## src/rtl/fcl_bus_servo_pwm.sv

```systemverilog
// fcl_bus_servo_pwm
//   Word-bus slave holding one pulse-width register per RC-servo channel plus
//   an enable bit, and generating the PWM pulses for every channel. Pulse
//   widths and the enable are copied into shadow registers at each frame
//   start, so a bus write can never cut or stretch a pulse already running.
//
// Ports
//   clk_in, reset_in  system clock, synchronous active-high reset
//   bus_addr_in       word address (32-word window at BASE_ADDR)
//   bus_data_in       write data
//   bus_read_in       one-cycle read strobe
//   bus_write_in      one-cycle write strobe (wins over a simultaneous read)
//   bus_ack_out       one-cycle acknowledge, the cycle after the strobe
//   bus_data_out      read data, zero whenever bus_ack_out is low
//   servo_pwm_out     one PWM output per channel
//   frame_out         one-cycle pulse at each frame start
//
// Bus handshake: there is no back-pressure. A strobe in cycle T that hits the
// window is latched with its address and data and acked in T+1 with read data;
// a write lands in the register at the end of T+1. A new strobe may be issued
// in the ack cycle. Out-of-window strobes get no ack and data stays zero so
// several slaves can be OR-ed together.
module fcl_bus_servo_pwm #(
   parameter logic [15:0] BASE_ADDR = 16'h0100,
   parameter int          N_CH      = 18,
   parameter int          CLK_DIV   = 50,
   parameter int          FRAME_US  = 20000,
   parameter int          PW_MIN    = 500,
   parameter int          PW_MAX    = 2500
) (
   input  logic            clk_in,
   input  logic            reset_in,
   input  logic [15:0]     bus_addr_in,
   input  logic [15:0]     bus_data_in,
   output logic [15:0]     bus_data_out,
   input  logic            bus_read_in,
   input  logic            bus_write_in,
   output logic            bus_ack_out,
   output logic [N_CH-1:0] servo_pwm_out,
   output logic            frame_out
);

   localparam int            TW        = (CLK_DIV > 1) ? $clog2(CLK_DIV) : 1;
   localparam int            UW        = (FRAME_US > 1) ? $clog2(FRAME_US) : 1;
   localparam logic [TW-1:0] TICK_LAST = TW'(CLK_DIV - 1);
   localparam logic [UW-1:0] US_LAST   = UW'(FRAME_US - 1);
   localparam logic [15:0]   PW_MIN_W  = 16'(PW_MIN);
   localparam logic [15:0]   PW_MAX_W  = 16'(PW_MAX);

   // latched bus request
   logic        req_q, req_d;
   logic        req_wr_q, req_wr_d;
   logic [4:0]  req_off_q, req_off_d;
   logic [15:0] req_data_q, req_data_d;

   // programmable registers
   logic        en_q, en_d;
   logic [15:0] fcnt_q, fcnt_d;
   logic [15:0] pw_q [N_CH];
   logic [15:0] pw_d [N_CH];

   // frame-stable copies driving the outputs
   logic        shadow_en_q, shadow_en_d;
   logic [15:0] shadow_pw_q [N_CH];
   logic [15:0] shadow_pw_d [N_CH];

   logic [TW-1:0]   tick_q, tick_d;
   logic [UW-1:0]   us_q, us_d;
   logic [N_CH-1:0] pwm_q, pwm_d;
   logic            frame_q, frame_d;

   logic            frame_start;
   logic [15:0]     rdata;

   function automatic logic [15:0] clamp_pw(input logic [15:0] v);
      if (v == 16'd0)         return 16'd0;
      else if (v < PW_MIN_W)  return PW_MIN_W;
      else if (v > PW_MAX_W)  return PW_MAX_W;
      else                    return v;
   endfunction

   always_comb begin
      tick_d      = tick_q;
      us_d        = us_q;
      en_d        = en_q;
      fcnt_d      = fcnt_q;
      pw_d        = pw_q;
      shadow_en_d = shadow_en_q;
      shadow_pw_d = shadow_pw_q;
      rdata       = 16'd0;

      frame_start = (tick_q == '0) && (us_q == '0);

      if (tick_q == TICK_LAST) begin
         tick_d = '0;
         us_d   = (us_q == US_LAST) ? '0 : us_q + 1'b1;
      end else begin
         tick_d = tick_q + 1'b1;
      end

      // Strobe capture: write wins over a simultaneous read.
      req_d      = (bus_read_in || bus_write_in) && (bus_addr_in[15:5] == BASE_ADDR[15:5]);
      req_wr_d   = bus_write_in;
      req_off_d  = bus_addr_in[4:0];
      req_data_d = bus_data_in;

      // Shadows take the registers as they stand this cycle, so a write that
      // lands on the frame-start edge waits for the next frame.
      if (frame_start) begin
         shadow_en_d = en_q;
         shadow_pw_d = pw_q;
         fcnt_d      = fcnt_q + 16'd1;
      end

      if (req_q && req_wr_q) begin
         if (req_off_q == 5'd0) en_d = req_data_q[0];
         for (int i = 0; i < N_CH; i++) begin
            if (req_off_q == 5'(i + 2)) pw_d[i] = clamp_pw(req_data_q);
         end
      end

      if (req_q && !req_wr_q) begin
         if (req_off_q == 5'd0)      rdata = {15'd0, en_q};
         else if (req_off_q == 5'd1) rdata = fcnt_q;
         for (int i = 0; i < N_CH; i++) begin
            if (req_off_q == 5'(i + 2)) rdata = pw_q[i];
         end
      end

      // Use the shadow values that apply to the current counter state, so the
      // first microsecond of a frame already sees the freshly loaded width.
      for (int i = 0; i < N_CH; i++) begin
         pwm_d[i] = shadow_en_d && (shadow_pw_d[i] != 16'd0) &&
                    (32'(us_q) < 32'(shadow_pw_d[i]));
      end
      frame_d = frame_start;
   end

   always_ff @(posedge clk_in) begin
      if (reset_in) begin
         req_q       <= 1'b0;
         req_wr_q    <= 1'b0;
         req_off_q   <= 5'd0;
         req_data_q  <= 16'd0;
         en_q        <= 1'b0;
         fcnt_q      <= 16'd0;
         shadow_en_q <= 1'b0;
         for (int i = 0; i < N_CH; i++) begin
            pw_q[i]        <= 16'd0;
            shadow_pw_q[i] <= 16'd0;
         end
         tick_q  <= '0;
         us_q    <= '0;
         pwm_q   <= '0;
         frame_q <= 1'b0;
      end else begin
         req_q       <= req_d;
         req_wr_q    <= req_wr_d;
         req_off_q   <= req_off_d;
         req_data_q  <= req_data_d;
         en_q        <= en_d;
         fcnt_q      <= fcnt_d;
         shadow_en_q <= shadow_en_d;
         pw_q        <= pw_d;
         shadow_pw_q <= shadow_pw_d;
         tick_q      <= tick_d;
         us_q        <= us_d;
         pwm_q       <= pwm_d;
         frame_q     <= frame_d;
      end
   end

   assign bus_ack_out   = req_q;
   assign bus_data_out  = rdata;
   assign servo_pwm_out = pwm_q;
   assign frame_out     = frame_q;

endmodule

```

## config.mk

```make
export PLATFORM = sky130hd
export DESIGN_NAME = fcl_bus_servo_pwm
export DESIGN_NICKNAME = d
export VERILOG_FILES = /design/src/rtl/fcl_bus_servo_pwm.sv
export SDC_FILE = /design/constraint.sdc
export NUM_CORES = 2
export LEC_CHECK = 0
export BUFFER_PORTS_ARGS = -buffer_cell sky130_fd_sc_hd__buf_2
export CORE_MARGIN = 1
export CORE_UTILIZATION = 60
export CTS_BUF_LIST = sky130_fd_sc_hd__clkbuf_8
export DETAILED_ROUTE_END_ITERATION = 12
export PLACE_DENSITY = 0.73
export RECOVER_POWER = 50
export SKIP_CTS_REPAIR_TIMING = 1
export SLEW_MARGIN = 20
export SYNTH_ARGS = -nofsm -noshare
export SYNTH_HDL_FRONTEND = slang
export SYNTH_SLANG_ARGS = --single-unit
```

## constraint.sdc

```tcl
create_clock -name clk_in -period 10.33 [get_ports clk_in]
set_input_delay 1.033 -clock clk_in [delete_from_list [all_inputs] [get_ports clk_in]]
set_output_delay 1.033 -clock clk_in [all_outputs]
set_load 0.02 [all_outputs]
```

Word level (Yosys, flattened, before mapping)
Cells that the tools add are included.
W data, S select, Z words.
{"block": "word_totals", "ff_bits": 657, "latchBits": 0, "mem_bits_rw": 0, "mem_bits_ro": 0, "in_bits": 36, "output_inout_bits": 36, "wordCells": 203, "memories": 0}
{"block": "classes", "add_sub_neg": 3, "multipliers": 0, "n_div": 0, "n_lt_le_gt_ge": 20, "n_eq_ne": 22, "shift": 0, "mux": 27, "bitwise_logic": 0, "reduce_logical": 84}
{"op": "$mux W16", "count": 24}
{"op": "$lt A15 B16 Y1", "count": 18}
{"op": "$mux W288", "count": 1}
{"op": "$reduce_bool A16 Y1", "count": 18}
{"op": "$eq A5 B4 Y1 const B", "count": 8}
{"op": "$logic_and A1 B1 Y1", "count": 40}
{"op": "$reduce_and A2 Y1", "count": 19}
{"op": "$eq A5 B3 Y1 const B", "count": 4}
{"op": "$eq A5 B5 Y1 const B", "count": 4}
{"op": "$add A16 B1 Y16 const B", "count": 1}
{"op": "$gt A16 B12 Y1 const B", "count": 1}
{"op": "$logic_not A16 Y1", "count": 1}
{"op": "$lt A16 B9 Y1 const B", "count": 1}
{"op": "$add A15 B1 Y15 const B", "count": 1}
{"op": "$eq A15 B15 Y1 const B", "count": 1}
{"op": "$logic_not A15 Y1", "count": 1}
{"op": "$mux W15", "count": 1}
{"op": "$eq A11 B4 Y1 const B", "count": 1}
{"op": "$eq A5 B2 Y1 const B", "count": 2}
{"op": "$add A6 B1 Y6 const B", "count": 1}
{"op": "$eq A6 B6 Y1 const B", "count": 1}
{"op": "$logic_not A6 Y1", "count": 1}
{"op": "$eq A5 B1 Y1 const B", "count": 1}
{"op": "$logic_not A5 Y1", "count": 1}
{"op": "other kinds (4)", "count": 4}

Longest topological paths before layout
{"block": "depth", "ltp_word": 22, "ltp_mapped": 18, "mapped_depth_nobuf": 14}

Least setup slack after synthesis
OpenSTA, ideal clock, no wires.
{"block": "synth_path", "kind": "register to register", "startpoint": "register us_q[0]", "endpoint": "register pwm_q[6], in the netlist servo_pwm_out[6]", "setup_ns": 0.091, "arrival_ns": 3.895, "required_time_ns": 10.239, "setup_slack_ns": 6.344, "stages_incl_launch_ff": 19, "cell_sequence": "dfxtp_1 -> inv_1 -> clkbuf_1 -> ha_1 -> nor4b_1 -> nand3_1 -> or2_1 -> buf_2 -> buf_6 -> clkbuf_1 -> buf_2 -> mux2i_1 -> ha_1 -> a21o_1 -> a2111oi_0 -> o311ai_0 -> a21oi_1 -> a211oi_1 -> a311oi_1"}
{"block": "synth_via", "elab_chain_len": 6, "word_cells_on_any_way": 8, "classes_between": "order compare (1); mux (2); reduce/logical (5)"}
{"item": "from (decl)", "line": "68", "rtl": "logic [UW-1:0] us_q, us_d;"}
{"item": "from (signal assigned)", "line": "167", "rtl": "us_q <= us_d;"}
{"item": "parallel branches: the longest is 5 deep, another holds $lt A15 B16 Y1"}
{"item": "$logic_and A1 B1 Y1 (*)", "line": "133", "rtl": "pwm_d[i] = shadow_en_d && (shadow_pw_d[i] != 16'd0) &&"}
{"item": "to (signal assigned)", "line": "168", "rtl": "pwm_q <= pwm_d;"}
{"item": "to (decl)", "line": "69", "rtl": "logic [N_CH-1:0] pwm_q, pwm_d;"}
Every way passes the cells marked *.
A chain may end at the register's enable or synchronous reset.

==> run metrics <==
status=finished with violations; failing checks=capacitance limit, slew limit; final instance area=0.0351 sq mm; clk slew on worst S/H paths=0.06 ns; critical path peak fanout=94; Max Fclk=151 MHz; PwrDens=152 mW/mm^2; CP arrival=7.22 ns; Slowest cell on crit path=clkbuf_1; DR pass1 iterations=7; main flop type after synthesis=dfxtp_1; first-pass GRT wire length=184 mm; syn_area_per_cell=8.94 sq um; clk sinks=657; post-placement cell area=0.0329 sq mm; Seq/Total Area, Yosys=0.414; final hold violations=0; vias per cell=6.94; Overflow after GRT=0; initial antenna violation count=13; final std cells w/o fill=4,398; YS warnings=0; EDFF count, synth=0; number of global-route vias before repair=28,900; Crit Path Category=input pin to flip-flop; Vias=30,500; worst-margin pin slew=4.96 ns; peak supply drop=110 uV; worst path bufs/invs=3; Syn Std Cell Area=0.0318 sq mm; layout cells sized above 1=0.0891; setup TNS=0 ns; hold path cells=2; CTS H-tree lvls=3; Mapped Cells=3,556; synth unique cells=74; Worst Path Required=10.95 ns; Tightest Hold Check Type=flip-flop to flip-flop; hold path endpoint=shadow_pw_q[0]; flops & latches, synth=657; Reg2Reg Setup Slack=5.16 ns; Async SR Flop Fraction=0; total CTS buffers=106; Die H=232 microns; CP peak stage delay=3.41 ns; path depth of the worst reg2reg path=14; CORE AREA=0.0518 sq mm; crit-path cells=clkbuf_1, buf_4, buf_4, nor4_1, o2111a_1; placed cells=4,205; Starting Density=0.613; Hold Startpoint=shadow_pw_q[0]; Setup crit start kind=input pin; Port Buffers=71; r2r endpoint=servo_pwm_out[14]; Routed WL=126 mm; Iter 0 DRT Violations=4,436; I/O Pins=72; reg2reg start=us_q[5]; Crit. End Element=flip-flop; Overall Global Routing Usage=0.463; CTS tree=yes; final estimated routing congestion in global placement=1.03; post-layout power=0.00534 W; critical path's top delay family=buffers and inverters; Die Wd=232 microns; Final Max Slew Viols=97; # DRC=0; final worst-path cycle share=0.639; most frequent CP cell=buf_4; CTS Buffer Depth=3; Cell Rows=83; root buffer cell=clkbuf_8; worst skew pair latency=0.73 ns; Area Overhead vs Synth=10.5%; DRT antenna net count=0; NumNets Final=3,927; Setup Skew=0.0284 ns; Avg WL per Cell=28.7 microns; RSZ-0062 raised after global routing=false; # setup viols final=0; slew margin rel.=-2.31; MaxCap Viol Count=2; syn_nets=3,850; Levels on crit path=5; Die ar.=0.0539 sq mm; LEAKAGE=14.6 nW; largest net degree at the start of global routing=106; min Tclk post-route=6.60 ns; detailed placement HPWL=84.0 mm
==> final cells by class <==
cell class | instances | area, sq um
Clock buffer | 144 | 1980
Multi-Input combinational cell | 2706 | 17900
Tap cell | 680 | 851
Clock inverter | 46 | 254
Sequential cell | 657 | 13200
Inverter | 21 | 78.8
Fill cell | 4316 | 16700
Timing Repair Buffer | 141 | 867
Antenna cell | 3 | 7.51
==> synthesized netlist by cell type (5+ instances only) <==
cell / count / area share
dfxtp_1: 657 / 0.41
nor2_1: 504 / 0.060
mux2i_1: 291 / 0.092
nand2_1: 281 / 0.033
ha_1: 258 / 0.10
a21oi_1: 248 / 0.039
o21ai_0: 140 / 0.022
nand3_1: 136 / 0.021
nor4_1: 124 / 0.024
clkbuf_1: 123 / 0.015
and2_1: 73 / 0.014
nand4_1: 73 / 0.014
nor3_1: 55 / 0.0087
a22oi_1: 53 / 0.013
buf_2: 41 / 0.0065
a211oi_1: 40 / 0.0094
a32o_1: 36 / 0.011
nor2b_1: 36 / 0.0071
a21o_1: 33 / 0.0078
a31oi_1: 22 / 0.0043
inv_1: 21 / 0.0025
or4_1: 20 / 0.0047
xor2_1: 19 / 0.0052
and3_1: 18 / 0.0035
a221oi_1: 16 / 0.0044
o21a_1: 16 / 0.0038
o211ai_1: 15 / 0.0035
o21ai_1: 14 / 0.0022
o22ai_1: 13 / 0.0026
mux2_2: 12 / 0.0043
nand2b_1: 12 / 0.0024
o221ai_1: 12 / 0.0033
xnor2_1: 12 / 0.0033
and4_1: 11 / 0.0030
or3_1: 10 / 0.0020
nor4b_1: 9 / 0.0025
a2111oi_0: 7 / 0.0019
a311oi_1: 7 / 0.0019
buf_1: 7 / 0.00083
o2111ai_1: 7 / 0.0019
a211o_1: 6 / 0.0017
a222oi_1: 5 / 0.0016
a31o_2: 5 / 0.0014
nand3b_1: 5 / 0.0012
==> worst max-delay path by stage <==
stage,startpoint,end,slack (ns)
finish,reset_in,bus_ack_out,3.73
floorplan,us_q[0],servo_pwm_out[6],6.34
CTS,req_off_q[1],bus_data_out[5],5.18
global route,reset_in,pw_q[52],3.64
global placement,us_q[6],servo_pwm_out[14],5.48
detailed placement,us_q[12],servo_pwm_out[14],5.35
==> state kept, by name (all words and copies together) (netlist names), 5 cells and up <==
| name | flops |
|---|---|
| servo_pwm_out | 18 |
| fcnt_q | 16 |
| us_q | 15 |
| shadow_pw_q | 288 |
| tick_q | 6 |
| pw_q | 288 |
| req_data_q | 16 |
| req_off_q | 5 |
==> cells by family after synthesis <==
| kind of cell | share of synthesized area |
|---|---|
| xor+xnor | 0.00854 |
| simple gates | 0.208 |
| buf+inv | 0.0246 |
| compound gates | 0.146 |
| flops | 0.414 |
| fa+ha+maj | 0.102 |
| mux | 0.0973 |
==> power breakdown <==
| group | total [W] | leakage, nW | switching, W | internal, W |
|---|---|---|---|---|
| Clock | 0.00235 | 1.26 | 0.00107 | 0.00128 |
| Sequential | 0.00255 | 5.30 | 0.0000101 | 0.00254 |
| Combinational | 0.000439 | 8.05 | 0.000313 | 0.000125 |
==> through the flow <==
stage           util  worst slack [ns]  hold WS, ns
3_3_place_gp   0.635              5.48        0.463
5_1_grt        0.678              3.64        0.497
3_5_place_dp   0.635              5.35        0.470
2_1_floorplan      -              6.34        0.435
4_1_cts        0.678              5.18        0.477
6_report       0.678              3.73        0.483
==> metal layers <==
metal	GRT usage	vias up	part of all wire
li1	-	13300	-
met1	0.570	14400	0.37
met2	0.671	2218	0.41
met3	0.160	650	0.14
met4	0.331	14	0.084
met5	0.00735	-	0.00097
==> cell usage in the layout (no fill, tap or decap), types with 55 or more instances in the layout <==
cell	netlist	final
o21ai_0	140	146
nor4_1	124	119
clkbuf_8	0	144
nand4_1	73	73
a21oi_1	248	248
buf_4	0	69
nor2_1	504	501
nand3_1	136	136
nand2_1	281	279
ha_1	258	258
nor3_1	55	55
mux2i_1	291	291
dfxtp_1	657	656
==> worst register-to-register path, cell delays in order (launching register included) <==
cell and delay, ns:
dfxtp_1 0.32, buf_4 0.54, nor4_4 0.13, buf_4 0.19
nand4_1 0.16, or2_4 0.68, buf_4 0.97, mux2i_1 0.25
ha_1 0.27, nor4_1 0.64, nand4_1 0.30, o22ai_1 0.20
nor3_1 0.08, o211a_1 0.20, nor3_1 0.15
(Power assumes the default switching activity.)
